===== src/rtl/logic_gate_pkg.sv =====
// Shared definitions for the pipelined bitwise logic lane.
// Holds the op select width and the op encodings.
package logic_gate_pkg;

  localparam int OP_W = 3;

  localparam logic [OP_W-1:0] OP_NOT  = 3'd0;
  localparam logic [OP_W-1:0] OP_AND  = 3'd1;
  localparam logic [OP_W-1:0] OP_OR   = 3'd2;
  localparam logic [OP_W-1:0] OP_XOR  = 3'd3;
  localparam logic [OP_W-1:0] OP_NAND = 3'd4;
  localparam logic [OP_W-1:0] OP_NOR  = 3'd5;
  localparam logic [OP_W-1:0] OP_XNOR = 3'd6;
  localparam logic [OP_W-1:0] OP_PASS = 3'd7;

endpackage


===== src/rtl/logic_gate_comb.sv =====
// Combinational multi-op gate: (a_i, b_i, op_i) -> y_o over WIDTH bits.
// Ports: a_i, b_i operands; op_i select; y_o result.
module logic_gate_comb
  import logic_gate_pkg::*;
#(
  parameter int WIDTH = 8
) (
  input  logic [WIDTH-1:0] a_i,
  input  logic [WIDTH-1:0] b_i,
  input  logic [OP_W-1:0]  op_i,
  output logic [WIDTH-1:0] y_o
);

  always_comb begin
    y_o = '0;
    unique case (op_i)
      OP_NOT:  y_o = ~a_i;
      OP_AND:  y_o = a_i & b_i;
      OP_OR:   y_o = a_i | b_i;
      OP_XOR:  y_o = a_i ^ b_i;
      OP_NAND: y_o = ~(a_i & b_i);
      OP_NOR:  y_o = ~(a_i | b_i);
      OP_XNOR: y_o = ~(a_i ^ b_i);
      OP_PASS: y_o = a_i;
    endcase
  end

endmodule


===== src/rtl/logic_gate_pipe.sv =====
// Two-stage valid/ready bitwise logic lane with result flags and
// a completed-transfer counter.
// Ports: clk, rst_n; in_valid/in_ready/in_a/in_b/in_op upstream;
// out_valid/out_ready/out_y/out_op/out_zero/out_parity downstream;
// xfer_cnt counts output handshakes.
module logic_gate_pipe
  import logic_gate_pkg::*;
#(
  parameter int WIDTH = 8,
  parameter int CNT_W = 16
) (
  input  logic             clk,
  input  logic             rst_n,
  input  logic             in_valid,
  output logic             in_ready,
  input  logic [WIDTH-1:0] in_a,
  input  logic [WIDTH-1:0] in_b,
  input  logic [OP_W-1:0]  in_op,
  output logic             out_valid,
  input  logic             out_ready,
  output logic [WIDTH-1:0] out_y,
  output logic [OP_W-1:0]  out_op,
  output logic             out_zero,
  output logic             out_parity,
  output logic [CNT_W-1:0] xfer_cnt
);

  logic             s1_valid_q, s1_valid_d;
  logic [WIDTH-1:0] a_q, a_d;
  logic [WIDTH-1:0] b_q, b_d;
  logic [OP_W-1:0]  op1_q, op1_d;

  logic             s2_valid_q, s2_valid_d;
  logic [WIDTH-1:0] y_q, y_d;
  logic [OP_W-1:0]  op2_q, op2_d;
  logic             zero_q, zero_d;
  logic             par_q, par_d;

  logic [CNT_W-1:0] cnt_q, cnt_d;

  logic             s1_adv;
  logic [WIDTH-1:0] y_c;

  logic_gate_comb #(.WIDTH(WIDTH)) u_comb (
    .a_i  (a_q),
    .b_i  (b_q),
    .op_i (op1_q),
    .y_o  (y_c)
  );

  // Stage 2 can take a beat if empty or draining this cycle.
  assign s1_adv   = !s2_valid_q || out_ready;
  assign in_ready = !s1_valid_q || s1_adv;

  always_comb begin
    s1_valid_d = s1_valid_q;
    a_d        = a_q;
    b_d        = b_q;
    op1_d      = op1_q;
    s2_valid_d = s2_valid_q;
    y_d        = y_q;
    op2_d      = op2_q;
    zero_d     = zero_q;
    par_d      = par_q;
    cnt_d      = cnt_q;

    if (in_ready) begin
      s1_valid_d = in_valid;
    end
    if (in_valid && in_ready) begin
      a_d   = in_a;
      b_d   = in_b;
      op1_d = in_op;
    end

    if (s1_adv) begin
      s2_valid_d = s1_valid_q;
    end
    if (s1_adv && s1_valid_q) begin
      y_d    = y_c;
      op2_d  = op1_q;
      zero_d = (y_c == '0);
      par_d  = ^y_c;
    end

    if (s2_valid_q && out_ready) begin
      cnt_d = cnt_q + CNT_W'(1);
    end
  end

  always_ff @(posedge clk or negedge rst_n) begin
    if (!rst_n) begin
      s1_valid_q <= 1'b0;
      a_q        <= '0;
      b_q        <= '0;
      op1_q      <= '0;
      s2_valid_q <= 1'b0;
      y_q        <= '0;
      op2_q      <= '0;
      zero_q     <= 1'b0;
      par_q      <= 1'b0;
      cnt_q      <= '0;
    end else begin
      s1_valid_q <= s1_valid_d;
      a_q        <= a_d;
      b_q        <= b_d;
      op1_q      <= op1_d;
      s2_valid_q <= s2_valid_d;
      y_q        <= y_d;
      op2_q      <= op2_d;
      zero_q     <= zero_d;
      par_q      <= par_d;
      cnt_q      <= cnt_d;
    end
  end

  assign out_valid  = s2_valid_q;
  assign out_y      = y_q;
  assign out_op     = op2_q;
  assign out_zero   = zero_q;
  assign out_parity = par_q;
  assign xfer_cnt   = cnt_q;

endmodule


===== config.mk =====
export PLATFORM = sky130hd
export DESIGN_NAME = logic_gate_pipe
export DESIGN_NICKNAME = d
export VERILOG_FILES = /design/src/rtl/logic_gate_pkg.sv /design/src/rtl/logic_gate_comb.sv /design/src/rtl/logic_gate_pipe.sv
export SDC_FILE = /design/constraint.sdc
export NUM_CORES = 1
export LEC_CHECK = 0
export ABC_CLOCK_PERIOD_IN_PS = 2700
export CAP_MARGIN = 20
export CORE_MARGIN = 2
export CORE_UTILIZATION = 55
export CTS_BUF_LIST = sky130_fd_sc_hd__clkbuf_2 sky130_fd_sc_hd__clkbuf_4 sky130_fd_sc_hd__clkbuf_8
export CTS_CLUSTER_DIAMETER = 120
export DETAILED_ROUTE_END_ITERATION = 10
export GPL_TIMING_DRIVEN = 0
export PLACE_DENSITY_LB_ADDON = 0.2
export SYNTH_ARGS = -nofsm -noshare
export SYNTH_HDL_FRONTEND = slang
export SYNTH_SLANG_ARGS = --single-unit

===== constraint.sdc =====
create_clock -name clk -period 2.7 [get_ports clk]
set_clock_uncertainty 0.15 [all_clocks]
set_input_delay 0.54 -clock clk [delete_from_list [all_inputs] [get_ports clk]]
set_output_delay 0.54 -clock clk [all_outputs]
set_load 0.03 [all_outputs]

==> out/results.ini <==
[place]
dp_cells = 400
pre_cts_ws_ps = 70.40
io_buffer_count = 53
globalplace.congestion = 0.8164
dp_hpwl_um = 4384

[route]
antenna_left = 0
viasPerCell = 5.362
drcViolationCount = 0
drtIter0Drc = 87
dr.pass1.iters = 4
wire_per_inst_um = 14.51
num_vias = 2193
wirelength_um = 5936

[cts]
clkLatencyLatePin_ps = 300
path_clk_slew_ps = 90
clockBufferDepth = 2
post_cts_buffers = 0
cts_root_buf = clkbuf_8
cts_resized = 0
cts_tree = yes
clock-sinks = 50
htreeDepth = 2
cts_buffers = 5

[power_and_ir_drop]
p_sw_uw = 1072
power.leakage_uw = 0.001717
pwr-share-seq_pct = 35.6
peakVddDrop_mv = 0.4274
powerDensity_nw_per_um2 = 774.5
clkPwrFrac_pct = 19.6
p_comb_share_pct = 44.8
swShare_pct = 36.84
p_int_uw = 1837
power_uw = 2909

[timing]
worst_slew_pin_slew_ps = 407.6
grt_setup_unrepaired = false
setup_ws_ps = 62.47
report.final.slew_viol_count = 0
hold_viol_final = 0
whs_ps = 321.7
period_share_pct = 97.69
fin_crit_ps = 2638
fmax_mhz = 379.1
slew_headroom_pct = 72.82
setup_viol = 0

[worst_setup_path]
cp-end-kind = output port
required_ps = 2010
startpoint_type = primary input
crit_type = primary input to output port
crit_fanout = 4
worst_ep_arrival_time_ps = 1950

[global_route]
antenna_found_initial = 0
grt_pass1_wl_um = 10220
grt_pass1_vias = 2177
gr-usage-all-layers_pct = 21.03
grt_overflow = 0
grt_max_degree = 40

[synth]
yosys.area.top_type = dfrtp_1
synth_top_flop_cell = dfrtp_1
synth.avg_cell_area_sq_um = 10.84
synth_common_cells = 50 x dfrtp_1, 29 x mux2_2, 29 x nand2_1
synth-seq-cells = 50
synth_cells = 276
synthTopCellsByArea = dfrtp_1 42%, mux2_2 11%, ha_1 8.8%
synth.distinct_cells = 42
synth.top_cell.area_share_pct = 41.82
yosysMostFrequentCell = dfrtp_1
syn-num-nets = 320
synth_warnings = 0
yosysSeqAreaShare_pct = 41.82
syn_area_sq_um = 2992
synthArstFlopShare_pct = 100.0
synth_edf_count = 0

[cells_and_area]
finalNonFillerCells = 409
multiInputGateArea_sq_um = 1574
syn_to_final_growth_pct = 25.55
nets = 382
seq_area_sq_um = 1251
drive_above_1_share_pct = 18.58
antenna_cells = 0
fillers = 367

[floorplan]
die_x_um = 77.75
core_sq_um = 5172
rows = 26
fp.dieH_um = 77.75
start_util_pct = 57.84
ios = 54
die_area_sq_um = 6045

[outcome]
run_status = finished, final reports clean

[run]
cap_violations = 0

[hold_path]
hp-class = flip-flop to flip-flop

## registers in the layout (all words and copies together) (netlist names)
name / count
xfer_cnt: 16
a_q: 8
b_q: 8
out_y: 8
op1_q: 3
out_op: 3
out_parity: 1
out_valid: 1
out_zero: 1
s1_valid_q: 1
## what timing repair did
action | in CTS | in global routing
hold buffers | 1 | 0
hold endpoints to repair | 11 | 0
setup endpoints to repair | 0 | 0
## layout make-up
type / instances / share of cell area (%)
inverters: 18 / 1.799
flip-flops and latches: 50 / 33.31
clock buffers: 6 / 2.199
repair buffers: 55 / 14.79
multi-input cells: 193 / 41.91
clock inverters: 2 / 1.033
well taps: 70 / 2.332
plain buffers: 15 / 2.632
## per-stage QoR
step	utilization, %	TNS [ps]	cell area, sq um
after floorplan	-	0	2992
after global placement	69.79	-25830	3610
after detailed placement	70.08	0	3625
after CTS	72.62	0	3756
after global routing	72.62	0	3756
final	72.62	0	3756
## power groups by stage
stage / clock network (uW) / registers (uW) / logic (uW)
floorplan: 0 / 1240 / 673
finish: 571 / 1030 / 1300
global placement: 0 / 1040 / 1260
detailed placement: 0 / 1050 / 1300
CTS: 581 / 1030 / 1310
global route: 612 / 1060 / 1420
## cells in the final DEF, fill, tap and decap left out, drive strengths merged, types with 8 or more instances in the layout
cell type,netlist,routed
dfrtp,50,50
nand2,30,30
buf,13,15
clkbuf,2,8
inv,17,18
xnor2,9,9
nand3,8,8
mux2i,12,12
ha,21,21
xor2,9,9
nor2,10,10
o21ai,9,9
mux2,31,31
clkdlybuf4s50,0,52
## final timing paths
kind                              startpoint           end  slack, ps  cells after the start
worst max register to register        a_q[1]    out_parity        170                      8
max in group asynchronous              rst_n        a_q[1]       1400                      3
worst min-delay path            xfer_cnt[15]  xfer_cnt[15]        320                      1
min in group asynchronous              rst_n        b_q[4]        490                      2
worst max-delay path               out_ready      in_ready         60                      3
worst min register to register  xfer_cnt[15]  xfer_cnt[15]        320                      1
## worst max-delay path, cell delays in order
cell,delay [ps]
clkdlybuf4s50_1,510
nand3b_1,190
clkdlybuf4s50_1,710
## metal layers
layer  vias to the layer above  GRT usage [%]  wire length (um)
met5                         -              0                 0
met4                         0          5.714                46
met3                         4          4.302               237
met2                        48          36.29              2940
met1                      1058          26.78              2712
li1                       1083              -                 -
## logic make-up after synthesis
group / Yosys count / share of synthesized area, %
muxes: 45 / 17.44
adders and majority gates: 21 / 8.783
xor gates and xnor gates: 18 / 5.270
buffers and inverters: 33 / 5.562
and+or+nand+nor: 79 / 14.14
AOI/OAI and AO/OA: 30 / 6.984
DFF: 50 / 41.82
(Power assumes the default switching activity.)
